===== src/rtl/bpsk_frame_loader.sv =====
// Builds a 150-byte BPSK frame (preamble, sync, length, payload, pad, CRC-16) in RAM
// from a byte stream, then holds send_signal until the reader reports the frame was sent.
module bpsk_frame_loader #(
    parameter logic [7:0]  PREAMBLE_BYTE = 8'h55,
    parameter logic [15:0] SYNC_WORD     = 16'h1ACF,
    parameter logic [7:0]  PAD_BYTE      = 8'h00
) (
    input  logic        clk,
    input  logic        rst,
    input  logic [7:0]  s_data,
    input  logic        s_valid,
    input  logic        s_last,
    output logic        s_ready,
    output logic        ram_en,
    output logic        ram_we,
    output logic [7:0]  ram_addr,
    output logic [7:0]  ram_wr_data,
    input  logic        frame_sent,
    output logic        send_signal,
    output logic        err_oversize,
    output logic [15:0] frame_count,
    output logic [2:0]  dbg_state
);

    typedef enum logic [2:0] {
        IDLE    = 3'd0,
        HDR     = 3'd1,
        PAYLOAD = 3'd2,
        PAD     = 3'd3,
        LEN     = 3'd4,
        CRC_HI  = 3'd5,
        CRC_LO  = 3'd6,
        ARMED   = 3'd7
    } state_t;

    localparam logic [7:0] LAST_HDR_ADDR     = 8'd5;
    localparam logic [7:0] LEN_ADDR          = 8'd6;
    localparam logic [7:0] FIRST_PAYLOAD     = 8'd7;
    localparam logic [7:0] LAST_PAYLOAD_ADDR = 8'd147;
    localparam logic [7:0] CRC_HI_ADDR       = 8'd148;
    localparam logic [7:0] CRC_LO_ADDR       = 8'd149;
    localparam logic [7:0] MAX_PAYLOAD       = 8'd141;

    state_t      state;
    logic [7:0]  idx;
    logic [7:0]  count;
    logic [15:0] crc;

    // CRC-16-CCITT, polynomial 0x1021, one byte MSB-first.
    function automatic logic [15:0] crc_step(input logic [15:0] c, input logic [7:0] d);
        logic [15:0] r;
        r = c;
        for (int i = 7; i >= 0; i--) begin
            if (r[15] ^ d[i]) r = {r[14:0], 1'b0} ^ 16'h1021;
            else              r = {r[14:0], 1'b0};
        end
        return r;
    endfunction

    function automatic logic [7:0] hdr_byte(input logic [7:0] a);
        case (a)
            8'd4:    return SYNC_WORD[15:8];
            8'd5:    return SYNC_WORD[7:0];
            default: return PREAMBLE_BYTE;
        endcase
    endfunction

    // Input stream: a byte moves on a rising edge where s_valid and s_ready are both 1;
    // s_ready is high exactly while the FSM is in PAYLOAD. RAM port outputs are registered,
    // so each write appears on the port the cycle after the state that issued it.
    always_ff @(posedge clk) begin
        if (rst) begin
            state        <= IDLE;
            idx          <= 8'd0;
            count        <= 8'd0;
            crc          <= 16'hFFFF;
            s_ready      <= 1'b0;
            ram_en       <= 1'b0;
            ram_we       <= 1'b0;
            ram_addr     <= 8'd0;
            ram_wr_data  <= 8'd0;
            send_signal  <= 1'b0;
            err_oversize <= 1'b0;
            frame_count  <= 16'd0;
        end else begin
            ram_en <= 1'b0;
            ram_we <= 1'b0;
            case (state)
                IDLE: begin
                    if (s_valid) begin
                        state <= HDR;
                        idx   <= 8'd0;
                        count <= 8'd0;
                        crc   <= 16'hFFFF;
                    end
                end
                HDR: begin
                    ram_en      <= 1'b1;
                    ram_we      <= 1'b1;
                    ram_addr    <= idx;
                    ram_wr_data <= hdr_byte(idx);
                    if (idx == LAST_HDR_ADDR) begin
                        state   <= PAYLOAD;
                        s_ready <= 1'b1;
                    end else begin
                        idx <= idx + 8'd1;
                    end
                end
                PAYLOAD: begin
                    if (s_valid && s_ready) begin
                        if (count < MAX_PAYLOAD) begin
                            ram_en      <= 1'b1;
                            ram_we      <= 1'b1;
                            ram_addr    <= FIRST_PAYLOAD + count;
                            ram_wr_data <= s_data;
                            crc         <= crc_step(crc, s_data);
                            count       <= count + 8'd1;
                            if (count == MAX_PAYLOAD - 8'd1) begin
                                if (s_last) begin
                                    state   <= LEN;
                                    s_ready <= 1'b0;
                                end else begin
                                    err_oversize <= 1'b1;
                                end
                            end else if (s_last) begin
                                state   <= PAD;
                                s_ready <= 1'b0;
                                idx     <= FIRST_PAYLOAD + count + 8'd1;
                            end
                        end else if (s_last) begin
                            // Payload full: bytes past the limit are dropped until s_last.
                            state   <= LEN;
                            s_ready <= 1'b0;
                        end
                    end
                end
                PAD: begin
                    ram_en      <= 1'b1;
                    ram_we      <= 1'b1;
                    ram_addr    <= idx;
                    ram_wr_data <= PAD_BYTE;
                    crc         <= crc_step(crc, PAD_BYTE);
                    if (idx == LAST_PAYLOAD_ADDR) state <= LEN;
                    else                          idx   <= idx + 8'd1;
                end
                LEN: begin
                    ram_en      <= 1'b1;
                    ram_we      <= 1'b1;
                    ram_addr    <= LEN_ADDR;
                    ram_wr_data <= count;
                    state       <= CRC_HI;
                end
                CRC_HI: begin
                    ram_en      <= 1'b1;
                    ram_we      <= 1'b1;
                    ram_addr    <= CRC_HI_ADDR;
                    ram_wr_data <= crc[15:8];
                    state       <= CRC_LO;
                end
                CRC_LO: begin
                    ram_en      <= 1'b1;
                    ram_we      <= 1'b1;
                    ram_addr    <= CRC_LO_ADDR;
                    ram_wr_data <= crc[7:0];
                    frame_count <= frame_count + 16'd1;
                    send_signal <= 1'b1;
                    state       <= ARMED;
                end
                ARMED: begin
                    if (frame_sent) begin
                        send_signal <= 1'b0;
                        state       <= IDLE;
                    end
                end
                default: state <= IDLE;
            endcase
        end
    end

    assign dbg_state = state;

endmodule


===== config.mk =====
export PLATFORM = sky130hd
export DESIGN_NAME = bpsk_frame_loader
export DESIGN_NICKNAME = d
export VERILOG_FILES = /design/src/rtl/bpsk_frame_loader.sv
export SDC_FILE = /design/constraint.sdc
export NUM_CORES = 1
export LEC_CHECK = 0
export CAP_MARGIN = 25
export CORE_ASPECT_RATIO = 1.1
export CORE_MARGIN = 2
export CORE_UTILIZATION = 45
export CTS_CLUSTER_SIZE = 12
export DETAILED_ROUTE_END_ITERATION = 10
export PLACE_DENSITY_LB_ADDON = 0.05
export REMOVE_ABC_BUFFERS = 1
export SYNTH_ARGS = -nofsm -noshare
export SYNTH_HDL_FRONTEND = slang
export SYNTH_SLANG_ARGS = --single-unit

===== constraint.sdc =====
create_clock -name clk -period 2.6 [get_ports clk]
set_clock_uncertainty 0.05 [all_clocks]
set_input_delay 0.52 -clock clk [delete_from_list [all_inputs] [get_ports clk]]
set_output_delay 0.52 -clock clk [all_outputs]
set_load 0.005 [all_outputs]

==> reports/summary.txt <==
status: completed
Wirelength per Cell: 17.79 µm
Post-CTS Setup Bufs: 0
Setup violations, final: 0
H-tree Lvls: 3
Peak VDD IR: 0.0003817 V
max frequency: 411.2 MHz
Post-Syn Area: 4606 µm²
CTS tree: done
Root Buffer: clkbuf_8
CP required: 2810 ps
worst path bufs/invs: 1
post-layout util: 0.5671
Top Ports: 53
GRT Overall Usage: 0.2498
most common cell after layout, fill and taps aside: dfxtp_1
WL final: 13.54 mm
most frequent cells in the layout: dfxtp_1, nor2_1, nand2_1
crit end category: register
Slew Limit Fails: 0
leak pwr: 2.076 nW
RSZ-0062 raised after global routing: no
Critical Path Start: dbg_state[2]
Cells after Synth: 571
slew margin rel.: 0.6077
CP Launch Type: register
die area: 11060 µm²
WHS: 408.8 ps
post-synth cell types: 78
setup TNS: 0 ps
main flop type after synthesis: dfxtp_1
Worst Path Class, Setup: register to register
Std-Cell Rows: 38
routed vias/inst: 5.882
Non-Filler Instances: 761
cts repair resizes: 0
DP HPWL: 10.05 mm
syn avg cell area: 8.066 µm²
Crit Path Max Fanout: 12
Via Count: 4476
Design Power: 0.003551 W
first-pass GRT wire length: 21.50 mm
synthesis-to-layout area growth: 22.36%
post-route ant nets: 0
slowest cell delay on critical path: 440 ps
NumNets Final: 658
# fillers: 960
Post-synth EDFFs: 0
HP Class: register to register
ys async rst share: 0
worst slew pin tran: 582.4 ps
gp weighted congestion: 0.8909
clock latency on the worst-skew pair: 360 ps
Inst Count DP: 745
#FFs+latches synth: 71
R2R Setup Slk: 170 ps
initial drt markers: 314
largest net degree at the start of global routing: 32
crit-path leading delay family: simple AND/OR/NAND/NOR gates
count of final hold-check violations: 0
global route overflow: 0
max-cap viol count: 0
DIE HEIGHT: 110.1 µm
Warnings, synthesis: 0
TritonCTS Buffers: 9
Crit Reg-Reg Startpoint: dbg_state[2]
critical-path cell list: inv_1 > ha_1 > o221ai_2 > or3b_1 > or2_1 > and3_2 > a311o_1
period utilization: 0.9353
initial antenna violation count: 0
Ant. Diodes: 0
Power Density: 630.2 nW/µm²
chip width: 100.5 µm
clock sink count: 71
DRC viols: 0
Clock transition at path regs: 80 ps
register area share after synthesis: 0.3086
worst hold path startpoint: ram_wr_data[2]
minimum clock period: 2432 ps
CP max-delay cell: dfxtp_1
# hold bufs at CTS: 0
drt pass-1 iters: 5
WP data arrival: 2640 ps
Starting Density: 0.4635
vias in the first global route: 4184
# port buffers: 52
area of the core: 9937 µm²
ratio of cells with drive above 1 in the final layout: 0.1310
maximum clock path buffer count: 2
-- stage by stage --
step	setup slack (ps)	area (µm²)
after floorplan	-324.8	4409
after global placement	71.22	5413
after detailed placement	42.69	5413
after CTS	200.0	5635
after global routing	50.83	5635
final	168.1	5635
-- sequential cells by signal, summed over array words and instances (netlist names) --
signal / flops
frame_count: 16
ram_wr_data: 8
err_oversize: 1
idx: 8
dbg_state: 3
count: 8
s_ready: 1
ram_addr: 8
ram_we: 1
send_signal: 1
crc: 16
-- cell families (layout without fill, tap and decap cells) --
family	Yosys count	count (layout)	share of synthesized area
AND/OR/NAND/NOR	215	215	0.2353
AO/OA/AOI/OAI	143	143	0.2171
flip-flops	71	71	0.3086
XOR/XNOR	59	59	0.1122
buffers and inverters	53	123	0.05080
multiplexers	21	21	0.05161
adder cells (fa/ha/maj)	9	9	0.02445
-- report_power, final --
| part | switching [W] | internal, W |
|---|---|---|
| registers | 0.0000669 | 0.00118 |
| logic | 0.000692 | 0.000610 |
| clock network | 0.000435 | 0.000566 |
| total | 0.00119 | 0.00236 |
-- cell type report --
cell class / count / area [µm²] / share of cell area
Clock buffer: 11 / 141.4 / 0.02509
Clock inverter: 5 / 81.33 / 0.01443
Inverter: 10 / 37.54 / 0.006661
Multi-Input combinational cell: 447 / 2950 / 0.5235
Sequential cell: 71 / 1421 / 0.2522
Tap cell: 120 / 150.1 / 0.02664
Timing Repair Buffer: 97 / 853.3 / 0.1514
-- worst reg2reg max path: stages (launching register included) --
cell and delay [ps]:
dfxtp_1 440, inv_1 210, ha_1 310, o221ai_2 130, or3b_1 420, or2_1 290
and3_2 220, a311o_1 260
-- path summary, 6_finish.rpt --
path | end | cells past startpoint
max reg2reg | idx[7] | 7
min reg2reg | ram_wr_data[2] | 2
max | idx[7] | 7
min | ram_wr_data[2] | 2
-- Yosys cell counts, types with 4 or more instances --
cell | instances | share of area
a211oi_1 | 4 | 0.0065
a21oi_1 | 26 | 0.028
a22oi_1 | 5 | 0.0082
a31o_2 | 4 | 0.0076
a31oi_1 | 6 | 0.0082
and2_1 | 4 | 0.0054
and3_1 | 11 | 0.015
buf_1 | 4 | 0.0033
buf_2 | 4 | 0.0043
clkbuf_1 | 30 | 0.024
dfxtp_1 | 71 | 0.31
ha_1 | 9 | 0.024
inv_1 | 10 | 0.0082
mux2i_1 | 17 | 0.037
nand2_1 | 52 | 0.042
nand2b_1 | 8 | 0.011
nand3_1 | 16 | 0.017
nand4_1 | 9 | 0.012
nor2_1 | 59 | 0.048
nor2b_1 | 10 | 0.014
nor3_1 | 14 | 0.015
o2111ai_1 | 5 | 0.0095
o211ai_1 | 9 | 0.015
o21ai_0 | 40 | 0.043
xnor2_1 | 26 | 0.049
xor2_1 | 33 | 0.063
-- per-layer routing --
metal	GRT usage	vias to the layer above	wire length (µm)
met2	0.4099	126	6511
met5	0	-	0
met3	0.03468	27	631
li1	-	2186	-
met1	0.3273	2137	6063
met4	0.1125	0	334
Power figures use the tool's default switching activity.
